### config.mk
export PLATFORM = sky130hd
export DESIGN_NAME = multdiv_unit
export DESIGN_NICKNAME = d
export VERILOG_FILES = /design/src/rtl/multdiv_pkg.sv /design/src/rtl/multdiv_counter.sv /design/src/rtl/multdiv_unit.sv
export SDC_FILE = /design/constraint.sdc
export NUM_CORES = 1
export LEC_CHECK = 0
export ABC_AREA = 1
export BUFFER_PORTS_ARGS = -buffer_cell sky130_fd_sc_hd__buf_2
export CAP_MARGIN = 30
export CELL_PAD_IN_SITES_DETAIL_PLACEMENT = 0
export CELL_PAD_IN_SITES_GLOBAL_PLACEMENT = 1
export CORE_MARGIN = 3
export CORE_UTILIZATION = 47
export CTS_CLUSTER_SIZE = 40
export DETAILED_ROUTE_END_ITERATION = 7
export GPL_TIMING_DRIVEN = 1
export PLACE_DENSITY_LB_ADDON = 0.1
export SETUP_SLACK_MARGIN = 0.15
export SYNTH_ARGS = -nofsm -noshare
export SYNTH_HDL_FRONTEND = slang
export SYNTH_SLANG_ARGS = --single-unit
### constraint.sdc
create_clock -name clock -period 8.7 [get_ports clock]
set_input_delay 0.87 -clock clock [delete_from_list [all_inputs] [get_ports clock]]
set_output_delay 0.87 -clock clock [all_outputs]
set_load 0.005 [all_outputs]
### src/rtl/multdiv_pkg.sv
// Shared constants and types for the multi-cycle multiply/divide unit.
package multdiv_pkg;

  localparam int MD_ITER = 32;

  localparam logic OP_MUL = 1'b0;
  localparam logic OP_DIV = 1'b1;

  typedef enum logic [1:0] {
    ST_IDLE = 2'd0,
    ST_BUSY = 2'd1,
    ST_DONE = 2'd2
  } md_state_t;

endpackage

### src/rtl/multdiv_counter.sv
// Iteration counter for the multiply/divide unit: 6-bit, synchronous clear and enable.
// o_last flags the enabled step that takes the count to LAST (the final iteration).
module multdiv_counter
  import multdiv_pkg::*;
#(
  parameter int LAST = MD_ITER
) (
  input  logic clock,
  input  logic reset,
  input  logic i_clr,
  input  logic i_en,
  output logic o_last
);

  logic [5:0] r_count;

  always_ff @(posedge clock) begin
    if (reset || i_clr) begin
      r_count <= 6'd0;
    end else if (i_en) begin
      r_count <= r_count + 6'd1;
    end
  end

  assign o_last = i_en && (r_count == 6'(LAST - 1));

endmodule

### src/rtl/multdiv_unit.sv
// Signed multiply/divide over magnitudes: 32 shift-add or restoring steps, then a sign fix.
// Fixed latency of WIDTH cycles from capture to a one-cycle ready strobe; a new pulse aborts.
module multdiv_unit
  import multdiv_pkg::*;
#(
  parameter int WIDTH = MD_ITER
) (
  input  logic             clock,
  input  logic             reset,
  input  logic [WIDTH-1:0] data_operandA,
  input  logic [WIDTH-1:0] data_operandB,
  input  logic             ctrl_MULT,
  input  logic             ctrl_DIV,
  output logic [WIDTH-1:0] data_result,
  output logic             data_exception,
  output logic             data_resultRDY
);

  md_state_t          r_state;
  logic               r_op;
  logic               r_neg;
  logic               r_bzero;
  logic [WIDTH-1:0]   r_opnd;
  logic [2*WIDTH-1:0] r_rq;
  logic [WIDTH-1:0]   r_result;
  logic               r_exc;
  logic               r_rdy;

  logic               w_start;
  logic               w_op;
  logic               w_last;
  logic [WIDTH-1:0]   w_mag_a;
  logic [WIDTH-1:0]   w_mag_b;
  logic [WIDTH:0]     w_sum;
  logic [WIDTH:0]     w_diff;
  logic [2*WIDTH-1:0] w_shl;
  logic [2*WIDTH-1:0] w_rq_nxt;
  logic [2*WIDTH-1:0] w_prod_s;
  logic [WIDTH-1:0]   w_quo;
  logic [WIDTH-1:0]   w_fin_result;
  logic               w_fin_exc;

  assign w_start = ctrl_MULT | ctrl_DIV;
  assign w_op    = ctrl_MULT ? OP_MUL : OP_DIV;
  assign w_mag_a = data_operandA[WIDTH-1] ? ('0 - data_operandA) : data_operandA;
  assign w_mag_b = data_operandB[WIDTH-1] ? ('0 - data_operandB) : data_operandB;

  multdiv_counter #(.LAST(WIDTH)) u_counter (
    .clock  (clock),
    .reset  (reset),
    .i_clr  (w_start),
    .i_en   (r_state == ST_BUSY),
    .o_last (w_last)
  );

  // r_rq is {product_hi, multiplier} for MUL and {remainder, quotient} for DIV.
  always_comb begin
    w_sum        = {1'b0, r_rq[2*WIDTH-1:WIDTH]} + {1'b0, r_opnd};
    w_shl        = {r_rq[2*WIDTH-2:0], 1'b0};
    w_diff       = {1'b0, w_shl[2*WIDTH-1:WIDTH]} - {1'b0, r_opnd};
    w_rq_nxt     = r_rq;
    w_prod_s     = '0;
    w_quo        = '0;
    w_fin_result = '0;
    w_fin_exc    = 1'b0;
    if (r_op == OP_MUL) begin
      w_rq_nxt     = r_rq[0] ? {w_sum, r_rq[WIDTH-1:1]} : {1'b0, r_rq[2*WIDTH-1:1]};
      w_prod_s     = r_neg ? ('0 - w_rq_nxt) : w_rq_nxt;
      w_fin_result = w_prod_s[WIDTH-1:0];
      w_fin_exc    = (w_prod_s[2*WIDTH-1:WIDTH] != {WIDTH{w_prod_s[WIDTH-1]}});
    end else begin
      w_rq_nxt     = w_diff[WIDTH] ? w_shl : {w_diff[WIDTH-1:0], w_shl[WIDTH-1:1], 1'b1};
      w_quo        = w_rq_nxt[WIDTH-1:0];
      // A positive quotient with the top bit set only arises from MIN / -1.
      w_fin_exc    = r_bzero || (!r_neg && w_quo[WIDTH-1]);
      w_fin_result = r_bzero ? '0 : (r_neg ? ('0 - w_quo) : w_quo);
    end
  end

  always_ff @(posedge clock) begin
    if (reset) begin
      r_state  <= ST_IDLE;
      r_op     <= OP_MUL;
      r_neg    <= 1'b0;
      r_bzero  <= 1'b0;
      r_opnd   <= '0;
      r_rq     <= '0;
      r_result <= '0;
      r_exc    <= 1'b0;
      r_rdy    <= 1'b0;
    end else begin
      r_rdy <= 1'b0;
      if (w_start) begin
        r_state <= ST_BUSY;
        r_op    <= w_op;
        r_neg   <= data_operandA[WIDTH-1] ^ data_operandB[WIDTH-1];
        r_bzero <= (data_operandB == '0);
        r_opnd  <= (w_op == OP_MUL) ? w_mag_a : w_mag_b;
        r_rq    <= {{WIDTH{1'b0}}, ((w_op == OP_MUL) ? w_mag_b : w_mag_a)};
      end else begin
        case (r_state)
          ST_BUSY: begin
            r_rq <= w_rq_nxt;
            if (w_last) begin
              r_result <= w_fin_result;
              r_exc    <= w_fin_exc;
              r_rdy    <= 1'b1;
              r_state  <= ST_DONE;
            end
          end
          ST_DONE: r_state <= ST_IDLE;
          default: r_state <= ST_IDLE;
        endcase
      end
    end
  end

  assign data_result    = r_result;
  assign data_exception = r_exc;
  assign data_resultRDY = r_rdy;

endmodule

Yosys cells after proc, flatten, opt, wreduce, memory -nomap -nowiden

Cells that the tools add are included.

$add $sub $neg: 7
Equal/unequal tests: 4
Multiplexer cells: 19
Bitwise logic cells: 4
Reductions and logical operators: 10

Operator list:

| cell                                                   | number |
|---|---|
| two-way mux 32 bit                                     | 9 |
| two-way mux 64 bit                                     | 4 |
| subtractor 1 x 32 -> 32 bit (first input constant)     | 3 |
| subtractor 1 x 64 -> 64 bit (first input constant)     | 1 |
| adder 32 x 32 -> 33 bit                                | 1 |
| subtractor 32 x 32 -> 33 bit                           | 1 |
| zero test 32 bit                                       | 1 |
| inequality test 32 bit                                 | 1 |
| adder 6 x 1 -> 6 bit (second input constant)           | 1 |
| == test 6 x 5 -> 1 bit (second input constant)         | 1 |
| two-way mux 1 bit                                      | 6 |
| inequality test 3 x 2 -> 1 bit (second input constant) | 1 |
| AND reduction 3 bit                                    | 1 |
| OR reduction 3 bit                                     | 1 |
| == test 2 x 1 -> 1 bit (second input constant)         | 1 |
| logical AND 1 bit                                      | 2 |
| logical OR 1 bit                                       | 2 |
| inverter 1 bit                                         | 2 |
| nonzero test 2 bit                                     | 1 |
| OR reduction 2 bit                                     | 1 |
| zero test 1 bit                                        | 1 |
| bitwise OR 1 bit                                       | 1 |
| XOR 1 bit                                              | 1 |

Register bits: 141
Bits of input ports: 68

Longest topological paths before layout

Depth after elaboration: 6
Depth in mapped cells: 29

Modules after synthesis

Synthesis repeated with hierarchy kept, for this count alone.

Cells, all modules: 2,868
Area total of the unflattened synthesis: 16,288.1 um^2

Modules (own cells, without submodules):

| module          | instances | cells an instance | area each (um^2) | sequential area each (um^2) |
|---|---|---|---|---|
| multdiv_unit    | 1         | 2,832             | 16,005.4         | 2,702.6 |
| multdiv_counter | 1         | 36                | 282.8            | 120.1 |

Least setup slack after synthesis

No wires, ideal clock.

Kind: register -> register
Start: register r_rq[31]
End: register r_result[30], in the netlist data_result[30]
Setup time: 0.120 ns
Data arrival time: 3.717 ns
Slack: 4.862 ns
Cell stages (with the launch flop): 26
Path buffers: 1
Cell sequence: dfxtp_1 -> inv_1 -> ha_1 -> fa_1 -> inv_1 -> nand2_1 -> o21ai_1 -> nand2_1 -> o211ai_1 -> nand2_1 -> nand2_1 -> nand2_1 -> nand2_1 -> nand2_1 -> nand2_1 -> nand3_1 -> nand2_2 -> inv_1 -> buf_2 -> ha_1 -> nor2_1 -> clkinv_1 -> a21oi_1 -> nor3_1 -> a311oi_1 -> nor2_1

Cells in the longest elaborated chain, start to end: 6
Elaborated cells between the ends (all ways): 9
Those cells by class: 3 x add/sub; 6 x mux

Ends and longest elaborated chain:

| what                             | RTL line            | source |
|---|---|---|
| start: declaration               | multdiv_unit.sv:24  | `logic [2*WIDTH-1:0] r_rq;` |
| start signal: assignment         | multdiv_unit.sv:99  | `r_rq <= {{WIDTH{1'b0}}, ((w_op == OP_MUL) ? w_mag_b : w_mag_a)};` |
| start signal: assignment         | multdiv_unit.sv:103 | `r_rq <= w_rq_nxt;` |
| subtractor 32 x 32 -> 33 bit     | multdiv_unit.sv:60  | `w_diff = {1'b0, w_shl[2*WIDTH-1:WIDTH]} - {1'b0, r_opnd};` |
| two-way mux 64 bit               | multdiv_unit.sv:72  | `w_rq_nxt = w_diff[WIDTH] ? w_shl : {w_diff[WIDTH-1:0], w_shl[WIDTH-1:1], 1'b1};` |
| subtractor 1 x 32 -> 32 bit      | multdiv_unit.sv:76  | `w_fin_result = r_bzero ? '0 : (r_neg ? ('0 - w_quo) : w_quo);` |
| two-way mux 32 bit (2 in series) | multdiv_unit.sv:76  |  |
| two-way mux 32 bit *             | multdiv_unit.sv:66  | `if (r_op == OP_MUL) begin` |
| end signal: assignment           | multdiv_unit.sv:105 | `r_result <= w_fin_result;` |
| end: declaration                 | multdiv_unit.sv:25  | `logic [WIDTH-1:0] r_result;` |

Mark *: on every way between the ends. The rest lies on a longest branch, timed or not.
A chain may end at the register's enable or synchronous reset.

Worst setup path after layout

Same ends and word-level chain as after synthesis.

==> summary.txt <==
Status
  • Status: finished, final reports clean

Routing
  • Post-Route WL: 66.5 mm
  • Remaining DRCs: 0
  • Metal3 WL: 4.82 mm
  • Initial DRC Count: 2044
  • ANT nets after route: 0
  • Drt pass-1 iters: 6
  • Max Used Layer: met4
  • Via count: 19400
  • Met2 Wirelength: 29.6 mm
  • Wire per inst: 19.6 um
  • Vias per cell: 5.73
  • Met1 Wirelength: 27.3 mm

Logic synthesis
  • Async SR Flop Fraction: 0%
  • Area share of and/or/nand/nor cells after synthesis: 39.2%
  • Ys Warns: 0
  • Syn Nets: 3040
  • Syn avg cell area: 5.59 sq um
  • Yosys reg bits: 141
  • Synth Instances: 2901
  • Synth Area in Compound Gates: 20.0%
  • Synth cell types: 60
  • Adder-cell area share of the yosys netlist: 5.57%
  • Synth Area in XOR/XNOR: 4.59%
  • Synthesized area: 16200 sq um
  • Post-synth EDFFs: 0
  • Seq/Total Area, Yosys: 17.4%
  • Post-synthesis mux area share: 0%
  • Dominant synthesized flop cell: dfxtp_1
  • Largest family of logic cells by synthesized area: simple AND/OR/NAND/NOR gates

Timing
  • Max Slew Vio Count: 0
  • TNS Setup: 0 ns
  • Final setup skew: 0.00729 ns
  • Slew @ Worst Pin: 1.02 ns
  • Min Clock Period, post-route: 5.14 ns
  • Hold Slack: 0.483 ns
  • Slew margin rel.: 31.9%
  • Post-route clock period utilization: 59.1%
  • Final worst setup slack: 3.56 ns
  • F_max: 0.195 GHz
  • RSZ-0062 raised after global routing: false
  • Final Hold Fails: 0
  • Setup Viol. Count Final: 0

Power and ir drop
  • Leak pwr: 9.13 nW
  • Pwr per Cell Area: 136 nW/um^2
  • Max IR drop VDD: 0.000152 V

Flow run
  • Max-cap violations: 0

Place
  • Gpl congestion: 1.01
  • Post-DP HPWL: 53.0 mm
  • Number of port buffers: 101
  • Placed insts: 3357
  • Pre-CTS WS: 3.63 ns

Global route
  • Largest net degree at the start of global routing: 98
  • Antenna violations before repair: 0
  • First-pass GRT wire length: 102 mm
  • Vias in the first global route: 17900
  • Global Route Usage Sum: 35.9%
  • Grt total ovfl: 0

CTS
  • CTS Buf Count: 17
  • Cts repair resizes: 0
  • Clk slew on worst S/H paths: 0.06 ns
  • Hold_buf cts: 0
  • Clock Tree Buf Depth: 2
  • Clk sinks: 141
  • Clk Latency, worst-skew pair: 0.44 ns
  • Clk root buf: clkbuf_16
  • CTS tree: done
  • H-Tree Depth: 4
  • # Post-CTS Setup Buffers: 0

Setup path
  • Worst R2R End: data_result[30]
  • Setup crit start kind: flop
  • CP Capture Type: flop
  • Worst r2r src: r_rq[31]
  • CP Class: flop to flop
  • Reg2Reg Depth: 26
  • Max FO, Critical Path: 55
  • Worst path required time: 9.02 ns
  • Arrival @ worst endpoint: 5.46 ns
  • Setup slack, reg-to-reg: 3.56 ns

Finish
  • Layout Utilization: 52.2%
  • Commonest non-fill, non-tap cell in the layout: nand2_1
  • Commonest cells after routing, fill and taps aside: nand2_1, inv_1, nor2_1
  • Share of cells above drive strength 1: 8.53%
  • Area grow syn2layout: 8.60%
  • Nets: 3067
  • N_diodes: 0
  • FF+latch area: 2830 sq um
  • Area of the multi-input gates: 11300 sq um
  • Finished Layout Cells: 3389
  • # fillers: 3659

Die
  • Rows: 67
  • Die X: 192 um
  • Io pins: 102
  • Die area: 36800 sq um
  • Die H: 192 um
  • CORE AREA: 33800 sq um
  • Starting Density: 48.0%

Hold path
  • WHS Endpoint: r_bzero
  • Hold Path Origin: r_bzero
  • Hold depth: 2
  • Worst min path class: flop to flop
==> metal layers <==
metal,vias to the layer above,global-route usage [%]
li1,9482,-
met1,8828,45.4
met2,911,58.4
met3,199,4.78
met4,0,21.5
met5,-,0
==> registers in the layout (all words and copies together), names as in the netlist <==
register           flops
data_exception         1
data_result           32
data_resultRDY         1
r_bzero                1
r_neg                  1
r_op                   1
r_opnd                32
r_rq                  64
r_state                2
u_counter.r_count      6
==> worst max path at each step <==
stage	depth (start not counted)	endpoint	slack, ns	from
global route	26	data_result[30]	3.14	r_rq[31]
detailed placement	26	data_result[30]	3.63	r_rq[31]
floorplan	25	data_result[30]	4.86	r_rq[31]
CTS	26	data_result[30]	3.61	r_rq[31]
finish	26	data_result[30]	3.56	r_rq[31]
global placement	26	data_result[30]	3.69	r_rq[31]
==> where the power goes <==
| group | internal, W | switching, W |
|---|---|---|
| combinational | 0.000266 | 0.000614 |
| clock | 0.000482 | 0.000304 |
| sequential | 0.000677 | 0.0000569 |
| total | 0.00142 | 0.000975 |
==> synth_stat cells (39+ instances only) <==
library cell	count	area (sq um)
a21oi_1	181	906
clkbuf_1	78	293
dfxtp_1	141	2820
ha_1	69	863
inv_1	436	1640
nand2_1	815	3060
nand3_1	216	1080
nand4_1	39	244
nor2_1	289	1080
o211ai_1	77	578
o21ai_0	175	876
xor2_1	54	473
==> area by class of cell <==
cell class	count	area share, %
Multi-Input combinational cell	2198	64.0
Clock inverter	9	0.760
Tap cell	448	3.18
Inverter	449	9.57
Sequential cell	141	16.0
Clock buffer	23	2.77
Timing Repair Buffer	121	3.71
==> worst max-delay path, stage by stage (launching register included) <==
cell      delay (ns)
dfxtp_1         0.44
inv_1           0.10
ha_1            0.22
fa_1            0.41
inv_1           0.07
nand2_1         0.04
o21ai_1         0.21
nand2_1         0.08
o211ai_1        0.13
nand2_1         0.08
nand2_1         0.10
nand2_1         0.06
nand2_1         0.14
nand2_1         0.07
nand2_1         0.14
nand3_1         0.12
nand2_2         0.07
buf_4           0.47
inv_1           0.47
ha_1            0.33
nor2_1          0.10
buf_4           0.23
clkinv_1        0.30
a21oi_1         0.23
nor3_1          0.06
a311oi_1        0.24
nor2_1          0.06
==> cell families (layout without fill, tap and decap cells) <==
| kind of cell | Yosys count | after routing |
|---|---|---|
| fa+ha+maj | 71 | 71 |
| simple gates | 1492 | 1492 |
| flops | 141 | 141 |
| xor+xnor | 85 | 85 |
| buf+inv | 562 | 602 |
| compound gates | 550 | 550 |
==> per-stage QoR <==
stage | instance area (sq um) | power [W]
floorplan | 16200 | 0.00133
global placement | 17000 | 0.00159
detailed placement | 17000 | 0.00160
CTS | 17600 | 0.00239
global route | 17600 | 0.00253
finish | 17600 | 0.00240
No activity file was read; power rests on OpenSTA's default activity.
